File: src/rtl/fetch_decode_if.sv
// fetch_decode_if: instruction-memory req/ack bus plus micro-op valid/ready bus
interface fetch_decode_if;
  logic       mem_req;
  logic [7:0] mem_addr;
  logic       mem_ack;
  logic [7:0] mem_rdata;
  logic       uop_valid;
  logic       uop_ready;
  logic [1:0] uop_kind;
  logic [5:0] uop_regsel;
  logic [2:0] uop_aluop;
  logic [7:0] uop_imm;
  modport master(
    output mem_req, mem_addr, uop_valid, uop_kind, uop_regsel, uop_aluop, uop_imm,
    input  mem_ack, mem_rdata, uop_ready
  );
  modport slave(
    input  mem_req, mem_addr, uop_valid, uop_kind, uop_regsel, uop_aluop, uop_imm,
    output mem_ack, mem_rdata, uop_ready
  );
endinterface

File: src/rtl/fetch_decode.sv
// fetch_decode: fetches two-byte instructions, consumes NOP/JMP, issues ALU/LI micro-ops
module fetch_decode #(
  parameter logic [7:0] RESET_PC = 8'h00
) (
  input  logic                  clk,
  input  logic                  reset,
  fetch_decode_if.master        bus,
  output logic [7:0]            pc,
  output logic [15:0]           issue_count
);
  typedef enum logic [1:0] {FETCH0, FETCH1, ISSUE} state_e;
  state_e      state_q, state_d;
  logic [7:0]  pc_q, pc_d, b0_q, b0_d, imm_q, imm_d;
  logic [1:0]  kind_q, kind_d;
  logic [5:0]  regsel_q, regsel_d;
  logic [2:0]  aluop_q, aluop_d;
  logic [15:0] issue_count_q, issue_count_d;
  logic        issues;
  // ALU (01) and LI (10) are the only kinds that reach the downstream domain
  assign issues = ^b0_q[7:6];
  always_comb begin
    state_d       = state_q;
    pc_d          = pc_q;
    b0_d          = b0_q;
    kind_d        = kind_q;
    regsel_d      = regsel_q;
    aluop_d       = aluop_q;
    imm_d         = imm_q;
    issue_count_d = issue_count_q;
    if (state_q == FETCH0 && bus.mem_ack) begin
      b0_d    = bus.mem_rdata;
      pc_d    = pc_q + 8'd1;
      state_d = FETCH1;
    end
    if (state_q == FETCH1 && bus.mem_ack) begin
      pc_d    = (b0_q[7:6] == 2'b11) ? bus.mem_rdata : pc_q + 8'd1;
      state_d = issues ? ISSUE : FETCH0;
      if (issues) begin
        kind_d   = b0_q[7:6];
        regsel_d = b0_q[5:0];
        aluop_d  = b0_q[6] ? bus.mem_rdata[2:0] : 3'd0;
        imm_d    = b0_q[7] ? bus.mem_rdata : 8'd0;
      end
    end
    if (state_q == ISSUE && bus.uop_ready) begin
      issue_count_d = issue_count_q + 16'd1;
      state_d       = FETCH0;
    end
  end
  always_ff @(posedge clk) begin
    if (reset) begin
      state_q       <= FETCH0;
      pc_q          <= RESET_PC;
      b0_q          <= 8'd0;
      kind_q        <= 2'd0;
      regsel_q      <= 6'd0;
      aluop_q       <= 3'd0;
      imm_q         <= 8'd0;
      issue_count_q <= 16'd0;
    end else begin
      state_q       <= state_d;
      pc_q          <= pc_d;
      b0_q          <= b0_d;
      kind_q        <= kind_d;
      regsel_q      <= regsel_d;
      aluop_q       <= aluop_d;
      imm_q         <= imm_d;
      issue_count_q <= issue_count_d;
    end
  end
  assign bus.mem_req    = (state_q != ISSUE) && !reset;
  assign bus.mem_addr   = pc_q;
  assign bus.uop_valid  = state_q == ISSUE;
  assign bus.uop_kind   = kind_q;
  assign bus.uop_regsel = regsel_q;
  assign bus.uop_aluop  = aluop_q;
  assign bus.uop_imm    = imm_q;
  assign pc             = pc_q;
  assign issue_count    = issue_count_q;
endmodule

File: src/flat_wrapper.sv
// flat-port wrapper written by rule: the top's interface ports become plain ports
module fetch_decode_flat 
#(
  parameter logic [7:0] RESET_PC = 8'h00
)
  (clk, reset, pc, issue_count, bus_mem_req, bus_mem_addr, bus_uop_valid, bus_uop_kind, bus_uop_regsel, bus_uop_aluop, bus_uop_imm, bus_mem_ack, bus_mem_rdata, bus_uop_ready);
  fetch_decode_if bus_i ();
  input  logic clk;
  input  logic reset;
  output logic [7:0] pc;
  output logic [15:0] issue_count;
  output wire logic [$bits(bus_i.mem_req)-1:0] bus_mem_req;
  output wire logic [$bits(bus_i.mem_addr)-1:0] bus_mem_addr;
  output wire logic [$bits(bus_i.uop_valid)-1:0] bus_uop_valid;
  output wire logic [$bits(bus_i.uop_kind)-1:0] bus_uop_kind;
  output wire logic [$bits(bus_i.uop_regsel)-1:0] bus_uop_regsel;
  output wire logic [$bits(bus_i.uop_aluop)-1:0] bus_uop_aluop;
  output wire logic [$bits(bus_i.uop_imm)-1:0] bus_uop_imm;
  input wire logic [$bits(bus_i.mem_ack)-1:0] bus_mem_ack;
  input wire logic [$bits(bus_i.mem_rdata)-1:0] bus_mem_rdata;
  input wire logic [$bits(bus_i.uop_ready)-1:0] bus_uop_ready;
  assign bus_mem_req = bus_i.mem_req;
  assign bus_mem_addr = bus_i.mem_addr;
  assign bus_uop_valid = bus_i.uop_valid;
  assign bus_uop_kind = bus_i.uop_kind;
  assign bus_uop_regsel = bus_i.uop_regsel;
  assign bus_uop_aluop = bus_i.uop_aluop;
  assign bus_uop_imm = bus_i.uop_imm;
  assign bus_i.mem_ack = bus_mem_ack;
  assign bus_i.mem_rdata = bus_mem_rdata;
  assign bus_i.uop_ready = bus_uop_ready;
  fetch_decode #(.RESET_PC(RESET_PC)) u_core (.clk(clk), .reset(reset), .bus(bus_i), .pc(pc), .issue_count(issue_count));
endmodule
File: config.mk
export PLATFORM = sky130hd
export DESIGN_NAME = fetch_decode_flat
export DESIGN_NICKNAME = d
export VERILOG_FILES = /design/src/rtl/fetch_decode_if.sv /design/src/rtl/fetch_decode.sv /design/src/flat_wrapper.sv
export SDC_FILE = /design/constraint.sdc
export NUM_CORES = 1
export LEC_CHECK = 0
export ABC_AREA = 1
export CORE_MARGIN = 1
export CORE_UTILIZATION = 55
export CTS_BUF_LIST = sky130_fd_sc_hd__clkbuf_16
export CTS_CLUSTER_DIAMETER = 200
export DETAILED_ROUTE_END_ITERATION = 10
export DONT_BUFFER_PORTS = 1
export PLACE_DENSITY_LB_ADDON = 0.12
export SETUP_SLACK_MARGIN = 0.2
export SLEW_MARGIN = 20
export SYNTH_ARGS = -nofsm -noshare
export SYNTH_HDL_FRONTEND = slang
export SYNTH_SLANG_ARGS = --single-unit
File: constraint.sdc
create_clock -name clk -period 1.3 [get_ports clk]
set_input_delay 0.13 -clock clk [delete_from_list [all_inputs] [get_ports clk]]
set_output_delay 0.13 -clock clk [all_outputs]
set_load 0.02 [all_outputs]
==> impl_metrics.toml <==
[die]
core-area_um2 = 4140
die_w_um = 69.0
die_h_um = 69.0
die_area_um2 = 4760
row_count = 23
ioPinCount = 65
start_util = 0.595

[placement]
place_congestion = 0.824
place_ws_ns = 0.0851
post-dp-hpwl_mm = 3.89
io_buffers = 0
dp_cells = 408

[routing]
wl_mm = 10.5
via_count = 2913
viasPerCell = 6.42
drt_iter0_markers = 271
wire_per_inst_um = 23.2
postRouteAntennaNets = 0
drc = 0
drtPass1Iterations = 7

[synth]
synthDistinctLibCells = 30
synth_nets = 360
synth_ff_type = "dfxtp_1"
ys_ff_latch = 53
synth_edf_count = 0
ys_seq_area_frac = 0.430
yosysWarningCount = 0
avgSynthCellArea_um2 = 7.15
synth_area_leaders = "dfxtp_1, nand2_1, a21oi_1"
syn_area_um2 = 2470
syn-instance-count = 345
yosysTopAreaCell = "dfxtp_1"
ys_async_sr_fraction = 0
synth_top_area_frac = 0.430

[outcome]
violations = "negative hold slack, negative setup slack"
status = "finished, violations left"

[critical_path]
reg2reg_depth = 9
critPathMaxFanout = 6
end_kind = "flip-flop"
critPathLaunchType = "flip-flop"
crit_type = "flip-flop to flip-flop"
r2r-end = "u_core.issue_count[11]$_SDFFE_PP0P_"
crit_arrival_ns = 1.65
crit_required_ns = 1.53
rrSetupSlack_ns = -0.12
r2r-start = "u_core.state_q[0]$_SDFFE_PP0P_"

[power]
p_per_area_nw_per_um2 = 981
p_leak_nw = 1.53
ir_drop_v = 0.00111

[timing]
max_slew_margin = 0.771
setup_slack_ns = -0.125
post-route-period-util = 1.10
fin_setup_tns_ns = -1.65
min_period_ns = 1.42
maxSlewViolCount = 0
worst_slew_pin_slew_ns = 0.341
setup_viol = 36
fmax_ghz = 0.702
clock_skew_ns = 0.00969
hold_viol = 28
holdWs_ns = -0.100
rsz0062_at_grt = "yes"

[hold_path]
whs_endpoint = "u_core.bus.uop_regsel[5]$_SDFFE_PP0P_"
min_from = "reset"
min_delay_path_depth = 1
hp-class = "input pin to flip-flop"

[clock_network]
h-tree-depth = 2
clock_path_buffers = 2
clockRootBuffer = "clkbuf_16"
cts_tree = "yes"
insertion_delay_ns = 0.31
numCtsBuffers = 5
clock_sinks = 53
ctsHoldBuffers = 6
clk_pin_slew_ns = 0.07

[final_layout]
final_common_cell = "nand2_1"
nets = 418
mostFrequentLayoutCells = "nand2_1, buf_4, dfxtp_1, nor2_1, inv_1"
final_cells = 454
syn_to_final_growth_pct = 55.6
drive_gt1_frac = 0.502
antenna_cells = 0

[grt]
antenna_found_initial = 0
grt-ovfl-total = 0
grt_pass1_wl_mm = 10.5
grt_max_degree = 34
grt_usage = 0.306
grt_pass1_vias = 2268

[job]
cap_violations = 0
state kept, by name (all words and copies together) (netlist names):
name and count:
u_core.b0_q 8, u_core.bus.mem_addr 8, u_core.bus.uop_aluop 3, u_core.bus.uop_imm 8
u_core.bus.uop_kind 2, u_core.bus.uop_regsel 6, u_core.issue_count 16, u_core.state_q 2
worst max-delay path, cell delays in order (launching register included):
cell,delay [ns]
dfxtp_2,0.34
buf_6,0.13
inv_8,0.06
nand3_4,0.12
nor2_4,0.22
and2_4,0.20
nand2_2,0.05
nand2_1,0.06
nand2_1,0.05
nor2_1,0.12
cells in the mapped netlist (3+ instances only):
library cell / instances
nor3_1: 3
nand4_1: 4
nor2_1: 41
nand2_1: 92
o21ai_0: 17
a21oi_1: 40
nand3_1: 12
inv_1: 32
a31oi_1: 3
nor2_4: 4
nand2_2: 4
clkbuf_1: 5
dfxtp_1: 53
ha_1: 3
buf_2: 4
buf_4: 9
final cells by class:
class	count	area, µm²
Inverter	36	173
Timing Repair Buffer	70	704
Clock inverter	3	23.8
Sequential cell	53	1100
Tap cell	50	62.6
Fill cell	144	307
Multi-Input combinational cell	237	1650
Clock buffer	5	125
report_power, final:
| part | internal (mW) | switching [mW] |
|---|---|---|
| Clock | 0.732 | 0.682 |
| Combinational | 0.270 | 0.346 |
| Sequential | 1.67 | 0.0663 |
| Total | 2.67 | 1.09 |
how the worst max path moves through the flow:
stage | cells after the start | endpoint | start
global placement | 7 | u_core.bus.uop_imm[7]$_SDFFE_PP0P_ | u_core.b0_q[6]$_SDFFE_PP0P_
floorplan | 7 | u_core.issue_count[10]$_SDFFE_PP0P_ | u_core.state_q[1]$_SDFFE_PP0P_
detailed placement | 6 | u_core.issue_count[11]$_SDFFE_PP0P_ | u_core.issue_count[1]$_SDFFE_PP0P_
global route | 9 | u_core.issue_count[10]$_SDFFE_PP0P_ | u_core.state_q[0]$_SDFFE_PP0P_
finish | 9 | u_core.issue_count[11]$_SDFFE_PP0P_ | u_core.state_q[0]$_SDFFE_PP0P_
CTS | 5 | bus_mem_req | u_core.state_q[0]$_SDFFE_PP0P_
per-stage QoR:
stage           util  power (mW)  instance area, µm²
2_1_floorplan      -        1.99                2550
4_1_cts        0.798        3.52                3310
3_3_place_gp   0.658        2.03                2730
5_1_grt        0.926        3.83                3840
6_report       0.926        3.76                3840
3_5_place_dp   0.658        2.04                2730
layer usage:
| metal | GRT usage | up-vias | share of wire |
|---|---|---|---|
| met5 | 0 | - | 0 |
| met4 | 0.140 | 0 | 0.064 |
| met3 | 0.107 | 74 | 0.093 |
| met2 | 0.487 | 247 | 0.48 |
| met1 | 0.367 | 1376 | 0.36 |
| li1 | - | 1216 | - |
timing repair:
action,CTS,global route
gates resized for setup,68,102
pin swaps,23,40
setup endpoints to repair,49,56
hold endpoints to repair,37,30
buffers inserted,12,16
gates cloned,3,1
kinds of logic after synthesis:
family,synth area share
AND/OR/NAND/NOR,0.295
buffers and inverters,0.110
flip-flops,0.430
adder cells (fa/ha/maj),0.0152
XOR/XNOR,0.0107
AO/OA/AOI/OAI,0.139
No activity file was read; power rests on OpenSTA's default activity.
